<file path="config.mk">
export PLATFORM = sky130hd
export DESIGN_NAME = burst_cache
export DESIGN_NICKNAME = d
export VERILOG_FILES = /design/src/rtl/burst_cache.sv
export SDC_FILE = /design/constraint.sdc
export NUM_CORES = 2
export LEC_CHECK = 0
export CORE_MARGIN = 10
export CORE_UTILIZATION = 40
export CTS_CLUSTER_DIAMETER = 150
export DETAILED_ROUTE_END_ITERATION = 10
export PLACE_DENSITY = 0.67
export SYNTH_ARGS = -nofsm -noshare
export SYNTH_HDL_FRONTEND = slang
export SYNTH_SLANG_ARGS = --single-unit
</file>
<file path="constraint.sdc">
create_clock -name clk -period 18.16 [get_ports clk]
set_clock_uncertainty 0.1 [all_clocks]
set_input_delay 5.448 -clock clk [delete_from_list [all_inputs] [get_ports clk]]
set_output_delay 5.448 -clock clk [all_outputs]
set_load 0.005 [all_outputs]
</file>
<file path="src/rtl/burst_cache.sv">
// burst_cache: direct-mapped, write-back data cache between a 32-bit CPU
// load/store port and a 64-bit, 4-beat burst RAM. Hits complete in one cycle;
// a miss writes back a dirty victim line, then refills the line.
// Optional build macro: CACHE_STATS_EN adds the stat_hits / stat_misses counters.
module burst_cache #(
  parameter int LineIndexBitWidth  = 1,
  parameter int RamAddressBitWidth = 4,
  parameter int RamAddressingMode  = 3
) (
  input  logic                          clk,
  input  logic                          rst,
  input  logic                          enable,
  input  logic [3:0]                    write_enable,
  input  logic [31:0]                   address,
  input  logic [31:0]                   data_in,
  output logic [31:0]                   data_out,
  output logic                          data_out_ready,
  output logic                          busy,
  output logic                          br_cmd,
  output logic                          br_cmd_en,
  output logic [RamAddressBitWidth-1:0] br_addr,
  output logic [63:0]                   br_wr_data,
  output logic [7:0]                    br_data_mask,
  input  logic [63:0]                   br_rd_data,
  input  logic                          br_rd_data_valid
`ifdef CACHE_STATS_EN
  ,
  output logic [31:0]                   stat_hits,
  output logic [31:0]                   stat_misses
`endif
);

  localparam int L      = LineIndexBitWidth;
  localparam int Lines  = 1 << L;
  localparam int TagLsb = 5 + L;
  localparam int TagW   = RamAddressBitWidth + RamAddressingMode - TagLsb;

  typedef enum logic [2:0] {
    S_IDLE, S_WB, S_FILL_CMD, S_FILL_WAIT, S_DONE
  } state_e;

  state_e state_q, state_d;

  // Line storage and per-line metadata
  logic [63:0]     line_q [Lines][4];
  logic [TagW-1:0] tag_q  [Lines];
  logic [Lines-1:0] valid_q, dirty_q;

  // Latched miss request
  logic [2:0]      req_word_q;
  logic [L-1:0]    req_idx_q;
  logic [TagW-1:0] req_tag_q;
  logic [3:0]      req_we_q;
  logic [31:0]     req_data_q;

  logic [1:0]      beat_q;
  logic [31:0]     data_out_q;
  logic            data_out_ready_q;

  // Decode of the live request
  logic [2:0]      cur_word;
  logic [L-1:0]    cur_idx;
  logic [TagW-1:0] cur_tag;
  logic            lookup_hit;
  logic            unused_addr_bits;

  assign cur_word   = address[4:2];
  assign cur_idx    = address[5 +: L];
  assign cur_tag    = address[TagLsb +: TagW];
  assign lookup_hit = valid_q[cur_idx] && (tag_q[cur_idx] == cur_tag);
  assign unused_addr_bits = ^{address[1:0], address[31:TagLsb+TagW]};

  assign data_out       = data_out_q;
  assign data_out_ready = data_out_ready_q;

  // Byte-lane merge of a 32-bit write into the even (low) or odd (high) half of a beat
  function automatic logic [63:0] merge_word(input logic [63:0] beat, input logic hi,
                                             input logic [3:0] be, input logic [31:0] wdata);
    logic [63:0] r;
    int          off;
    r   = beat;
    off = hi ? 32 : 0;
    for (int b = 0; b < 4; b++) begin
      if (be[b]) r[off + 8*b +: 8] = wdata[8*b +: 8];
    end
    return r;
  endfunction

  function automatic logic [31:0] select_word(input logic [63:0] beat, input logic hi);
    return hi ? beat[63:32] : beat[31:0];
  endfunction

  // State register
  always_ff @(posedge clk) begin
    // NOTE: sequential state uses non-blocking assignments so every flop samples pre-edge values.
    if (rst) state_q <= S_IDLE;
    else     state_q <= state_d;
  end

  // Next-state logic
  always_comb begin
    // NOTE: default first so no path leaves state_d unassigned (which would infer a latch).
    state_d = state_q;
    unique case (state_q)
      S_IDLE:      if (enable && !lookup_hit)
                     state_d = (valid_q[cur_idx] && dirty_q[cur_idx]) ? S_WB : S_FILL_CMD;
      S_WB:        if (beat_q == 2'd3) state_d = S_FILL_CMD;
      S_FILL_CMD:  state_d = S_FILL_WAIT;
      S_FILL_WAIT: if (br_rd_data_valid && beat_q == 2'd3) state_d = S_DONE;
      S_DONE:      state_d = S_IDLE;
      default:     state_d = S_IDLE;
    endcase
  end

  // Burst-RAM command outputs and busy flag, decoded from state
  always_comb begin
    busy         = (state_q != S_IDLE);
    br_cmd       = (state_q == S_WB);
    br_cmd_en    = ((state_q == S_WB) && (beat_q == 2'd0)) || (state_q == S_FILL_CMD);
    br_addr      = (state_q == S_WB)
                   ? RamAddressBitWidth'({tag_q[req_idx_q], req_idx_q, 2'b00})
                   : RamAddressBitWidth'({req_tag_q, req_idx_q, 2'b00});
    br_wr_data   = line_q[req_idx_q][beat_q];
    br_data_mask = 8'h00;
  end

  // Control datapath: metadata, request latch, beat counter, read response
  always_ff @(posedge clk) begin
    if (rst) begin
      valid_q          <= '0;
      dirty_q          <= '0;
      beat_q           <= 2'd0;
      data_out_q       <= 32'h0;
      data_out_ready_q <= 1'b0;
      req_word_q       <= 3'd0;
      req_idx_q        <= '0;
      req_tag_q        <= '0;
      req_we_q         <= 4'h0;
      req_data_q       <= 32'h0;
    end else begin
      data_out_ready_q <= 1'b0;
      unique case (state_q)
        S_IDLE: if (enable) begin
          if (lookup_hit) begin
            if (write_enable == 4'h0) begin
              data_out_q       <= select_word(line_q[cur_idx][cur_word[2:1]], cur_word[0]);
              data_out_ready_q <= 1'b1;
            end else begin
              dirty_q[cur_idx] <= 1'b1;
            end
          end else begin
            req_word_q <= cur_word;
            req_idx_q  <= cur_idx;
            req_tag_q  <= cur_tag;
            req_we_q   <= write_enable;
            req_data_q <= data_in;
            beat_q     <= 2'd0;
          end
        end
        S_WB:        beat_q <= beat_q + 2'd1;
        S_FILL_WAIT: if (br_rd_data_valid) beat_q <= beat_q + 2'd1;
        S_DONE: begin
          valid_q[req_idx_q] <= 1'b1;
          dirty_q[req_idx_q] <= |req_we_q;
          if (req_we_q == 4'h0) begin
            data_out_q       <= select_word(line_q[req_idx_q][req_word_q[2:1]], req_word_q[0]);
            data_out_ready_q <= 1'b1;
          end
        end
        default: ;
      endcase
    end
  end

  // Line data and tag arrays: hit writes, refill beats, miss-write merge
  always_ff @(posedge clk) begin
    // NOTE: storage arrays are not reset; the cleared valid bits make their contents irrelevant.
    if (!rst) begin
      unique case (state_q)
        S_IDLE: if (enable && lookup_hit && (write_enable != 4'h0))
          line_q[cur_idx][cur_word[2:1]] <= merge_word(line_q[cur_idx][cur_word[2:1]],
                                                       cur_word[0], write_enable, data_in);
        S_FILL_WAIT: if (br_rd_data_valid) line_q[req_idx_q][beat_q] <= br_rd_data;
        S_DONE: begin
          tag_q[req_idx_q] <= req_tag_q;
          if (req_we_q != 4'h0)
            line_q[req_idx_q][req_word_q[2:1]] <= merge_word(line_q[req_idx_q][req_word_q[2:1]],
                                                             req_word_q[0], req_we_q, req_data_q);
        end
        default: ;
      endcase
    end
  end

`ifdef CACHE_STATS_EN
  logic [31:0] stat_hits_q, stat_misses_q;
  assign stat_hits   = stat_hits_q;
  assign stat_misses = stat_misses_q;

  // Hit / miss counters, one step per accepted request
  always_ff @(posedge clk) begin
    if (rst) begin
      stat_hits_q   <= 32'h0;
      stat_misses_q <= 32'h0;
    end else if (state_q == S_IDLE && enable) begin
      if (lookup_hit) stat_hits_q   <= stat_hits_q + 32'd1;
      else            stat_misses_q <= stat_misses_q + 32'd1;
    end
  end
`endif

endmodule

</file>
# Word level (Yosys, flattened, before mapping)
# Memory sizes are Yosys's and may differ from the RTL's. A register that Yosys moved wholly into a read port is not among the register bits.
# Cells that the tools add are included.
dict set report classes {
  addsub 15
  magnitude_cmp 10
  eq_ne 16
  n_shift 16
  mux 370
  n_bitwise 262
  n_reduce_logical 30
}
# operator n
set op_table {}
lappend op_table {{$mux W64} 41}
lappend op_table {{$mux W256} 5}
lappend op_table {{$bwmux W64} 8}
lappend op_table {{$shift A8 B33 Y64 const A} 8}
lappend op_table {{$shiftx A8 B33 Y64} 8}
lappend op_table {{$bmux W64 S2} 3}
lappend op_table {{$demux W64 S2} 3}
lappend op_table {{$mux W1} 283}
lappend op_table {{$or A1 B1 Y1} 256}
lappend op_table {{$reduce_or A256 Y1} 1}
lappend op_table {{$neg A7 Y33} 6}
lappend op_table {{$mux W32} 6}
lappend op_table {{$neg A6 Y33} 2}
lappend op_table {{$pmux W32 S2} 1}
lappend op_table {{$add A6 B5 Y7 const B} 4}
lappend op_table {{$ne A2 B2 Y1 const B} 9}
lappend op_table {{$add A6 B4 Y7 const B} 2}
lappend op_table {{$mux W2} 7}
lappend op_table {{$logic_and A1 B1 Y1} 12}
lappend op_table {{$mux W6} 2}
lappend op_table {{$pmux W3 S4} 1}
lappend op_table {{$ge A3 B3 Y1 const B} 3}
lappend op_table {{$lt A3 B1 Y1 const B} 3}
lappend op_table {{$mux W3} 3}
lappend op_table {{30 further kinds} 42}
dict set report word_totals {
  regBits 83
  ramBits 514
  inputBits 136
  output_inout_bits 112
  elab_cells 732
  mem_count 2
}
# memory words width read_ports rd_ports_with_merged_regs write_ports line_no
set memory_table {}
lappend memory_table {line_q 2 256 2 1 1 45} ;# logic [63:0] line_q [Lines][4];
lappend memory_table {tag_q 2 1 2 1 1 46} ;# logic [TagW-1:0] tag_q [Lines];

# Depth between registers and ports, before layout
dict set report logic_depth {
  ltp_word 26
  depth_mapped 9
  ltp_nobuf 6
}

# Worst setup path before layout
# No wires, ideal clock.
dict set report synth_timing {
  kind {input-to-reg}
  from {input address[6]}
  to {memory line_q[0][100] (netlist bit) (enable)}
  setup_ns 0.487
  arrival_time_ns 9.202
  required_time_ns 17.573
  setup_slack_ns 8.371
  stages 4
  n_path_buf 0
  cell_sequence {mux4_2 -> nor3_1 -> a221oi_1 -> nor2_1}
}
dict set report synth_via {
  elab_chain_cells 9
}
# item line_no
set synth_lines {}
lappend synth_lines {{from (decl)} 14} ;# input logic [31:0] address,
lappend synth_lines {{$eq A1 B1 Y1} 70} ;# assign lookup_hit = valid_q[cur_idx] && (tag_q[cur_idx] == cur_tag);
lappend synth_lines {{$logic_and A1 B1 Y1} 70}
lappend synth_lines {{$logic_and A1 B1 Y1 (2 in series)} 180} ;# S_IDLE: if (enable && lookup_hit && (write_enable != 4'h0))
lappend synth_lines {{$mux W1} 180}
lappend synth_lines {{$mux W1} 179} ;# unique case (state_q)
lappend synth_lines {{$mux W1} 178} ;# if (!rst) begin
lappend synth_lines {{$mux W256 (implied by the code)} 181} ;# line_q[cur_idx][cur_word[2:1]] <= merge_word(line_q[cur_idx][cur_word[2:1]],
lappend synth_lines {{$mux W256 (no line)} --}
lappend synth_lines {{to (decl)} 45}
# No other way between the ends.

# Final worst setup path
dict set report layout_timing {
  from {register beat_q[0]}
  to {output br_cmd_en}
}
dict set report layout_via {
  elab_chain_cells 3
}
# item line_no
set layout_lines {}
lappend layout_lines {{from (decl)} 56} ;# logic [1:0] beat_q;
lappend layout_lines {{from (signal assigned)} 160} ;# S_WB: beat_q <= beat_q + 2'd1;
lappend layout_lines {{from (signal assigned)} 161} ;# S_FILL_WAIT: if (br_rd_data_valid) beat_q <= beat_q + 2'd1;
lappend layout_lines {{$logic_not A2 Y1} 119} ;# br_cmd_en = ((state_q == S_WB) && (beat_q == 2'd0)) || (state_q == S_FILL_CMD);
lappend layout_lines {{$logic_and A1 B1 Y1} 119}
lappend layout_lines {{$logic_or A1 B1 Y1} 119}
lappend layout_lines {{to (decl)} 20} ;# output logic br_cmd_en,
# No other way between the ends.

==> summary.md <==
| Metric | Value |
|---|---|
| First-pass GRT wire length | `188 mm` |
| Required time of the worst setup path | `~13000 ps` |
| DR WL/cell | `30.8 µm` |
| Final Hold Viols | `0` |
| CTS Sinks | `598` |
| Arrival time worst endpoint | `4460 ps` |
| Final instance area | `41300 µm²` |
| Min Tclk post-route | `between 10000 and 15000 ps` |
| Die area | `103000 µm²` |
| Top cell type's share of synthesized area | `42.6%` |
| Asr flop ratio synth | `0%` |
| Antenna violations before repair | `21` |
| Post-Syn Instances | `around 3000` |
| Cell area after synthesis | `36200 µm²` |
| CTS tree | `yes` |
| Via count | `between 20000 and 30000` |
| Post-Route WL | `around 130 mm` |
| IR Drop Worst-Case VDD | `0.0775 mV` |
| Measured slew at the worst slew-check pin | `1280 ps` |
| CP top delay family | `buffers and inverters` |
| Crit Path Category | `flip-flop to primary output` |
| CTS root buffer | `clkbuf_16` |
| Clk Latency, worst-skew pair | `650 ps` |
| Number of fill cells | `between 8000 and 9000` |
| Max-cap violations | `0` |
| Netlist cell types | `55` |
| Pleak | `13.1 nW` |
| Drt drc | `0` |
| Top_reg_cell synth | `edfxtp_1` |
| GR Overflow Total | `0` |
| TritonCTS Buffers | `59` |
| Num rows | `110` |
| Warnings from Yosys | `0` |
| Largest net degree at the start of global routing | `roughly 120` |
| Area growth, synth to finish | `13.9%` |
| Clk slew on worst S/H paths | `~70 ps` |
| Clock tree buffer depth | `3` |
| Final nets | `3178` |
| Register area share after synthesis | `47.2%` |
| Flops & latches, synth | `598` |
| Vias per cell | `roughly 6.6` |
| Post-DP Area | `39100 µm²` |
| Worst hold path class | `flip-flop to flip-flop` |
| Core area | `90000 µm²` |
| Hold_buf cts | `0` |
| Final Hold Slack | `358 ps` |
| Core Util, Final | `45.8%` |
| Top cells by area, synth | `edfxtp_1 43%, mux4_2 23%, mux2i_1 4.9%` |
| H-Tree Level Count | `2` |
| Worst Setup Slack, final | `8150 ps` |
| FMAX | `0.0999 GHz` |
| Dpl hpwl | `about 80 mm` |
| Die width | `between 300 and 400 µm` |
| Post-CTS Setup Bufs | `0` |
| Max incr delay on CP | `roughly 900 ps` |
| Post-CTS resize count | `0` |
| All-layer global routing usage | `roughly 25%` |
| CP Max Fanout | `between 60 and 70` |
| Area of the multi-input gates | `18000 µm²` |
| Crit share post-route | `55.1%` |
| Worst path most repeated cell | `buf_4` |
| Initial Utilization | `40.3%` |
| RSZ-0062 raised after global routing | `false` |
| First-pass DRT Iterations | `7` |
| Worst setup SP type | `flip-flop` |
| Worst path bufs/invs | `4` |
| Drt initial violations | `around 3900` |
| Chip height | `321 µm` |
| Antenna viol nets, final | `0` |
| Vias in the first global route | `27400` |
| Syn Area/Cell | `12.1 µm²` |
| Dpl ws | `7950 ps` |
| FF+latch area | `17100 µm²` |
| Cells along the critical path | `buf_4 > buf_4 > inv_1 > ha_1 > nand3_1 > a21oi_1 > clkdlybuf4s50_1` |
| Max_slew headroom | `14.3%` |
| Outcome | `finished clean` |
| Fraction of layout cells with a size suffix above 1 | `18.6%` |
| Area leader, netlist | `edfxtp_1` |
| Slowest-stage cell, CP | `buf_4` |
| Gpl congestion | `0.848` |
| Setup violators final | `0` |
| Post-synth EDFFs | `514` |
| Port-buffer cells | `210` |
| Max Slew Vio Count | `0` |
| Worst Setup End Kind | `primary output` |
| Pwr/cell area | `~85 nW/µm²` |
| # IOs | `248` |
| Setup tns final | `0 ps` |
cells in the final DEF, fill, tap and decap left out, types with 8 or more instances in the layout:
cell,count
buf_4,45
o211ai_1,63
o22ai_2,10
a22oi_1,66
o21ai_0,297
mux4_2,375
nand2b_1,15
nor2_1,337
nand2_1,342
clkdlybuf4s50_1,206
o22ai_1,10
bufinv_16,13
edfxtp_1,514
mux2_2,9
o21ai_1,250
clkinv_2,13
dfxtp_1,79
and2_1,8
nor2_4,14
conb_1,10
clkbuf_16,61
clkbuf_8,8
mux2i_1,177
nand3_1,18
inv_1,8
a21oi_1,53
path summary, 6_finish.rpt:
path              cells after the start                       from  slack [ps]                         to
setup / recovery                      7     beat_q[0]$_SDFFE_PP0P_        8150                  br_cmd_en
hold / removal                        2  data_out[12]$_SDFFE_PP0P_         360  data_out[12]$_SDFFE_PP0P_
setup reg to reg                      9     beat_q[0]$_SDFFE_PP0P_       10830   line_q[1][198]$_DFFE_PP_
hold reg to reg                       2  data_out[12]$_SDFFE_PP0P_         360  data_out[12]$_SDFFE_PP0P_
synthesized netlist by cell type (all sizes together), types with 2 or more instances:
master and instances:
o21ai 548, edfxtp 514, mux4 375, nor2 351, nand2 343, mux2i 177
buf 157, clkbuf 123, dfxtp 84, a22oi 66, o211ai 63, a21oi 54
nand3 20, o22ai 20, nand2b 15, inv 9, mux2 9, and2 8
nor3 7, a21o 4, and3 4, ha 4, or2 4, or4 4
a211oi 3, a221oi 3, nor2b 3, a31oi 2, nor3b 2, nor4 2
o31ai 2, or3 2
state kept, by name (all words and copies together) (netlist names), 3 cells and up, named ones only:
register,count
req_data_q,32
req_we_q,4
req_word_q,3
data_out,32
line_q,512
state_q,3
report_power, final:
group / internal [mW] / leakage [nW] / switching, mW
Sequential: 1.52 / 5.29 / 0.0309
Clock: 0.827 / 1.06 / 0.547
Combinational: 0.240 / 6.79 / 0.326
Total: 2.59 / 13.1 / 0.904
layer usage:
metal | vias to the layer above | track usage [%] | wire [µm]
met5 | - | 0 | 230
met4 | 38 | 9.67 | 5570
met3 | 429 | 8.95 | 20200
met2 | 2157 | 38.2 | 59000
met1 | 14000 | 31.5 | 46500
li1 | 11700 | - | -
final cells by class:
type	count	share of cell area [%]
inverter	9	0.0849
tap	1176	3.57
clock inverter	36	1.24
timing repair buffer	256	5.99
antenna	2	0.0121
sequential	598	41.5
clock buffer	75	4.02
multi-input combinational	2114	43.6
stage by stage:
stage          total power, mW  instances
4_1_cts                   3.48       4264
3_3_place_gp              2.13       4153
6_report                  3.49       4266
2_1_floorplan             1.94       3001
5_1_grt                   3.59       4264
3_5_place_dp              2.13       4153
logic make-up after synthesis:
group | Yosys count | share of synthesized area [%]
compound gates | 772 | 12.0
buf+inv | 289 | 3.70
fa+ha+maj | 4 | 0.138
mux | 561 | 28.5
flops | 598 | 47.2
simple gates | 767 | 8.43
other cells | 1 | 0.0104
tightest hold or removal path, cell delays in order (launching register included):
cell and delay (ps):
dfxtp_1 310, nand2_1 50, a21oi_1 50
No activity file was read; power rests on OpenSTA's default activity.
